[config.mk]
export PLATFORM = sky130hd
export DESIGN_NAME = mul_ctrl
export DESIGN_NICKNAME = d
export VERILOG_FILES = /design/src/rtl/mul_ctrl.sv
export SDC_FILE = /design/constraint.sdc
export NUM_CORES = 1
export LEC_CHECK = 0
export BUFFER_PORTS_ARGS = -buffer_cell sky130_fd_sc_hd__buf_2
export CAP_MARGIN = 20
export CORE_MARGIN = 5
export CORE_UTILIZATION = 51
export CTS_CLUSTER_SIZE = 25
export DETAILED_ROUTE_END_ITERATION = 10
export PLACE_DENSITY = 0.81
export RECOVER_POWER = 100
export SKIP_CTS_REPAIR_TIMING = 1
export SLEW_MARGIN = 5
export SYNTH_ARGS = -nofsm -noshare
export SYNTH_HDL_FRONTEND = slang
export SYNTH_SLANG_ARGS = --single-unit
[constraint.sdc]
create_clock -name clk -period 3.85 [get_ports clk]
set_input_delay 0.77 -clock clk [delete_from_list [all_inputs] [get_ports clk]]
set_output_delay 0.77 -clock clk [all_outputs]
set_load 0.05 [all_outputs]
[src/rtl/mul_ctrl.sv]
// mul_ctrl: sequencer between EX and the unsigned MLU.
// Takes operand magnitudes, waits out the MLU, fixes the sign.
module mul_ctrl #(
  parameter int LATENCY = 2
) (
  input  logic        clk,
  input  logic        resetn,
  input  logic        flush_i,
  input  logic        req_valid_i,
  output logic        req_ready_o,
  input  logic        req_signed_i,
  input  logic        req_to_hilo_i,
  input  logic [31:0] req_op1_i,
  input  logic [31:0] req_op2_i,
  output logic        stallreq_o,
  output logic        mul_start_o,
  output logic        mul_sign_o,
  output logic [31:0] mul_op1_o,
  output logic [31:0] mul_op2_o,
  input  logic [63:0] mlu_result_i,
  output logic [63:0] result_o,
  output logic        result_valid_o,
  output logic        hilo_we_o
);

  typedef enum logic [1:0] {
    IDLE,
    RUN,
    DONE
  } state_t;

  localparam logic [3:0] LAT = 4'(LATENCY);

  state_t      state_q;
  state_t      state_d;
  logic [3:0]  cnt_q;
  logic        neg_q;
  logic        to_hilo_q;
  logic        accept;
  logic        sample;
  logic        sgn1;
  logic        sgn2;
  logic [31:0] mag1;
  logic [31:0] mag2;
  logic        neg_d;

  // Request acceptance and operand magnitude/sign preparation
  always_comb begin
    accept = (state_q == IDLE) & req_valid_i & ~flush_i;
    sample = (state_q == RUN) & ~flush_i & (cnt_q == LAT);
    sgn1   = req_signed_i & req_op1_i[31];
    sgn2   = req_signed_i & req_op2_i[31];
    mag1   = sgn1 ? (~req_op1_i + 32'd1) : req_op1_i;
    mag2   = sgn2 ? (~req_op2_i + 32'd1) : req_op2_i;
    neg_d  = req_signed_i & (req_op1_i[31] ^ req_op2_i[31])
           & (|req_op1_i) & (|req_op2_i);
  end

  // Next-state logic
  always_comb begin
    state_d = state_q;
    unique case (state_q)
      IDLE: if (accept) state_d = RUN;
      RUN: begin
        if (flush_i)           state_d = IDLE;
        else if (cnt_q == LAT) state_d = DONE;
      end
      DONE:    state_d = IDLE;
      default: state_d = IDLE;
    endcase
  end

  // State, counter, captured operands and corrected product
  always_ff @(posedge clk) begin
    if (!resetn) begin
      state_q   <= IDLE;
      cnt_q     <= 4'd0;
      neg_q     <= 1'b0;
      to_hilo_q <= 1'b0;
      mul_op1_o <= 32'd0;
      mul_op2_o <= 32'd0;
      result_o  <= 64'd0;
    end else begin
      state_q <= state_d;
      if (accept) begin
        cnt_q     <= 4'd0;
        mul_op1_o <= mag1;
        mul_op2_o <= mag2;
        neg_q     <= neg_d;
        to_hilo_q <= req_to_hilo_i;
      end else if (state_q == RUN && !flush_i) begin
        cnt_q <= cnt_q + 4'd1;
      end
      if (sample) begin
        result_o <= neg_q ? (~mlu_result_i + 64'd1)
                          : mlu_result_i;
      end
    end
  end

  // Handshake, MLU control and completion strobes
  always_comb begin
    req_ready_o    = (state_q == IDLE);
    mul_start_o    = (state_q == RUN);
    mul_sign_o     = 1'b0;
    stallreq_o     = accept | (state_q == RUN);
    result_valid_o = (state_q == DONE);
    hilo_we_o      = (state_q == DONE) & to_hilo_q;
  end

endmodule

# ---- Word-level counts from Yosys, hierarchy flattened
# Cells that the tools add are included.
dict set report classes {
  addsub 4
  n_mux 7
  bitwise_logic 17
  n_reduce_logical 7
  n_eq_ne 5
}
# operator n
set op_table {}
lappend op_table {{$add A32 B1 Y32 const B} 2}
lappend op_table {{$add A64 B1 Y64 const B} 1}
lappend op_table {{$mux W32} 2}
lappend op_table {{$mux W64} 1}
lappend op_table {{$not A32 Y32} 2}
lappend op_table {{$not A64 Y64} 1}
lappend op_table {{$reduce_or A32 Y1} 2}
lappend op_table {{$and A1 B1 Y1} 10}
lappend op_table {{$mux W2} 3}
lappend op_table {{$add A4 B1 Y4 const B} 1}
lappend op_table {{$eq A4 B2 Y1 const B} 1}
lappend op_table {{$pmux W2 S2} 1}
lappend op_table {{$ne A3 B2 Y1 const B} 1}
lappend op_table {{$eq A2 B1 Y1 const B} 1}
lappend op_table {{$eq A2 B2 Y1 const B} 1}
lappend op_table {{$logic_not A2 Y1} 1}
lappend op_table {{$ne A2 B1 Y1 const B} 1}
lappend op_table {{$not A1 Y1} 2}
lappend op_table {{$reduce_and A2 Y1} 1}
lappend op_table {{$reduce_or A2 Y1} 1}
lappend op_table {{$logic_and A1 B1 Y1} 1}
lappend op_table {{$logic_not A1 Y1} 1}
lappend op_table {{$or A1 B1 Y1} 1}
lappend op_table {{$xor A1 B1 Y1} 1}
dict set report word_totals {
  reg_bits 136
  output_inout_bits 134
  wordCells 47
  inputBits 134
}

# ---- Depth between registers and ports, before layout
dict set report depth {
  depth_word 5
  depth_mapped 10
  mapped_depth_nobuf 8
}

# ---- Worst setup path before layout
# OpenSTA, ideal clock, no wires.
dict set report synth_timing {
  path_type {input to register}
  from {input mlu_result_i[36]}
  to {register result_o[46]}
  slack_ps 798
  required_time_ps 3718
  n_path_buf 1
  arrival_ps 2920
  setup_time_ps 132
  path_stages 7
  path_cell_list {or4_1 > buf_2 > or4_4 > or4_4 > o31ai_4 > xor2_1 > a21oi_1}
}
dict set report synth_via {
  elab_chain_len 3
}
# item line
set synth_lines {}
lappend synth_lines {{start: declaration} 20} ;# input logic [63:0] mlu_result_i,
lappend synth_lines {{$not A64 Y64} 95} ;# result_o <= neg_q ? (~mlu_result_i + 64'd1)
lappend synth_lines {{$add A64 B1 Y64} 95}
lappend synth_lines {{$mux W64} 95}
lappend synth_lines {{end signal: assignment} 95}
lappend synth_lines {{end: declaration} 21} ;# output logic [63:0] result_o,
# No other way between the ends.
# A chain may end at the register's enable or synchronous reset.

# ---- Worst setup path in the final report
dict set report layout_timing {
  from {input flush_i}
  to {register neg_q}
}
dict set report layout_via {
  elab_chain_len 2
}
# item line
set layout_lines {}
lappend layout_lines {{start: declaration} 8} ;# input logic flush_i,
lappend layout_lines {{$not A1 Y1} 49} ;# accept = (state_q == IDLE) & req_valid_i & ~flush_i;
lappend layout_lines {{$and A1 B1 Y1} 49}
lappend layout_lines {{end signal: assignment} 89} ;# neg_q <= neg_d;
lappend layout_lines {{end: declaration} 37} ;# logic neg_q;
# No other way between the ends.

==> impl_metrics.env <==
export IMPL_outcome="complete, but fails checks"
export IMPL_violations="max-capacitance violations, max-slew violations"
export IMPL_ys_flop_type="dfxtp_1"
export IMPL_globalplace_congestion=0.877
export IMPL_cp_required_ns=4.20
export IMPL_finalMaxSlewViolations=112
export IMPL_switching_power_w=0.00105
export IMPL_hp_class="reg -> reg"
export IMPL_setup_tns_ns=0
export IMPL_via_per_inst=5.85
export IMPL_numCtsBuffers=17
export IMPL_async_reset_ff_share_pct=0
export IMPL_syn_avg_cell_area_um2=7.90
export IMPL_dr_pass1_iters=5
export IMPL_p_clk_share_pct=41.5
export IMPL_via_count=8132
export IMPL_drtAntennaViolNets=0
export IMPL_synthAdderAreaFrac_pct=0.820
export IMPL_whs_ns=0.455
export IMPL_period_needed_ns=3.26
export IMPL_post_dp_hpwl_um=17400
export IMPL_arrival_ns=3.61
export IMPL_drt_iter0_drc=666
export IMPL_cts_tree="done"
export IMPL_cts_max_level=4
export IMPL_finalClockSkew_ns=0.00965
export IMPL_comb_power_share_pct=17.4
export IMPL_grt_pass1_wl_um=38000
export IMPL_synthXorXnorAreaFrac_pct=11.1
export IMPL_die_w_um=132
export IMPL_swShare_pct=28.9
export IMPL_setup_violations=0
export IMPL_final_cell_mix="145 x clkbuf_1, 135 x dfxtp_1, 126 x buf_2"
export IMPL_cp_end_kind="register"
export IMPL_synth_compound_area_share_pct=23.6
export IMPL_ys_ff_latch=136
export IMPL_io_pins=268
export IMPL_critPathKind="in -> reg"
export IMPL_powerDensity_nw_per_um2=386
export IMPL_worst_skew_pair_late_latency_ns=0.41
export IMPL_rsz0062_at_grt="no"
export IMPL_overflow=0
export IMPL_syn_area_um2=7630
export IMPL_synth_warnings=0
export IMPL_synth_simple_area_share_pct=23.5
export IMPL_synth_edf_count=0
export IMPL_slew_headroom_pct=-30.3
export IMPL_antenna_found_initial=5
export IMPL_syn_nets=1105
export IMPL_die_y_um=132
export IMPL_synth_seq_area_share_pct=35.7
export IMPL_layout_commonest_cell="clkbuf_1"
export IMPL_seqPwrFrac_pct=41.2
export IMPL_initial_core_util_pct=52.3
export IMPL_p_leak_nw=3.26
export IMPL_post_route_drc_count=0
export IMPL_rows=44
export IMPL_grt_pass1_vias=7577
export IMPL_vdd_drop_max_mv=0.298
export IMPL_io_buffers=266
export IMPL_core_area_um2=14600
export IMPL_worst_pin_slew_ns=1.95
export IMPL_synth_top_family_by_area="compound AO/OA/AOI/OAI gates"
export IMPL_n_fill_cell=1387
export IMPL_wl_per_cell_um=17.1
export IMPL_drive_gt1_share_pct=14.4
export IMPL_clkTransAtPathRegs_ns=0.05
export IMPL_max_freq_mhz=307
export IMPL_cp_start_kind="primary input"
export IMPL_syn_inst=966
export IMPL_clk_path_buf_depth=2
export IMPL_cts_root_buf="clkbuf_16"
export IMPL_nets=1332
export IMPL_synth_distinct_cells=51
export IMPL_p_int_w=0.00257
export IMPL_muxShareOfSynthArea_pct=1.05
export IMPL_grt_max_degree=112
export IMPL_hold_violations=0
export IMPL_syn2layout_area_growth_pct=22.7
export IMPL_die_area_um2=17500
export IMPL_cts_sinks=136
export IMPL_worstPathMaxFanout=111
export IMPL_drt_wl_total_um=23800
export IMPL_drv_cap=1
export IMPL_timing_final_crit_share_pct=84.7
export IMPL_track_usage_pct=26.1
-- per-stage QoR --
stage               utilization, %  setup slack (ns)  total power, W  cell area, um^2  std cells
finish                        64.2             0.588         0.00362             9370       1390
floorplan                        -             0.798         0.00193             7630        966
detailed placement            62.0             0.496         0.00216             9040       1358
global placement              62.0             0.577         0.00215             9040       1358
CTS                           65.7             0.918         0.00366             9580       1386
global route                  64.2             0.366         0.00377             9370       1390
-- flip-flops by register name, summed over array words and instances (netlist names) --
signal     cells
state_q        2
mul_op1_o     32
cnt_q          4
result_o      64
mul_op2_o     32
neg_q          1
to_hilo_q      1
-- worst paths after layout --
| check | slack (ns) | end | from | depth (start not counted) |
|---|---|---|---|---|
| setup reg to reg | 0.63 | neg_q | state_q[1] | 5 |
| hold / removal | 0.46 | mul_op2_o[29] | mul_op2_o[29] | 2 |
| setup / recovery | 0.59 | neg_q | flush_i | 6 |
| hold reg to reg | 0.46 | mul_op2_o[29] | mul_op2_o[29] | 2 |
-- kinds of logic after synthesis --
group,Yosys count
simple gates,348
fa+ha+maj,5
buf+inv,83
other cells,1
compound gates,288
flops,136
mux,8
xor+xnor,97
-- layer usage --
metal / vias to the layer above / GRT usage, % / part of all wire (%)
met5: - / 0 / 0.046
met3: 40 / 8.28 / 8.9
met1: 3757 / 32.4 / 41
met2: 332 / 42.5 / 48
li1: 4001 / - / -
met4: 2 / 10.0 / 2.4
-- layout make-up --
class	instances	area [um^2]	area share, %
multi-input combinational	747	4580	48.9
clock inverter	2	12.5	0.134
antenna	4	10.0	0.107
tap	184	230	2.46
sequential	136	2720	29.1
timing repair buffer	278	1230	13.2
clock buffer	26	529	5.65
inverter	13	48.8	0.521
-- power by group through the flow --
stage               Sequential [W]  Combinational (W)  Clock (W)
floorplan                  0.00168           0.000253          0
global placement           0.00152           0.000633          0
detailed placement         0.00152           0.000640          0
CTS                        0.00149           0.000643    0.00153
global route               0.00150           0.000682    0.00159
finish                     0.00149           0.000629    0.00150
-- synth_stat cells, drive strengths merged (8+ instances only) --
cell type	number	share of area, %
a211oi	54	5.3
a21oi	83	5.4
a31oi	10	0.82
clkbuf	63	3.1
dfxtp	136	36
inv	13	0.64
mux2i	8	1.0
nand2	59	2.9
nand3	17	1.1
nor2	101	5.0
nor2b	9	0.74
nor3	29	1.9
nor3b	18	1.8
nor4	25	2.0
o21ai	78	5.1
o22ai	11	0.90
o31ai	20	2.3
o41ai	12	1.4
or2	8	0.66
or3	33	2.7
or4	19	2.0
xnor2	25	2.9
xor2	72	8.3
-- worst max-delay path, cell delays in order --
cell	delay (ns)
clkbuf_1	0.11
nor4b_2	0.25
clkbuf_2	1.45
nand2_1	0.47
nor4_1	0.40
a211o_1	0.13
Note: power is estimated with default switching activity, not from simulation.
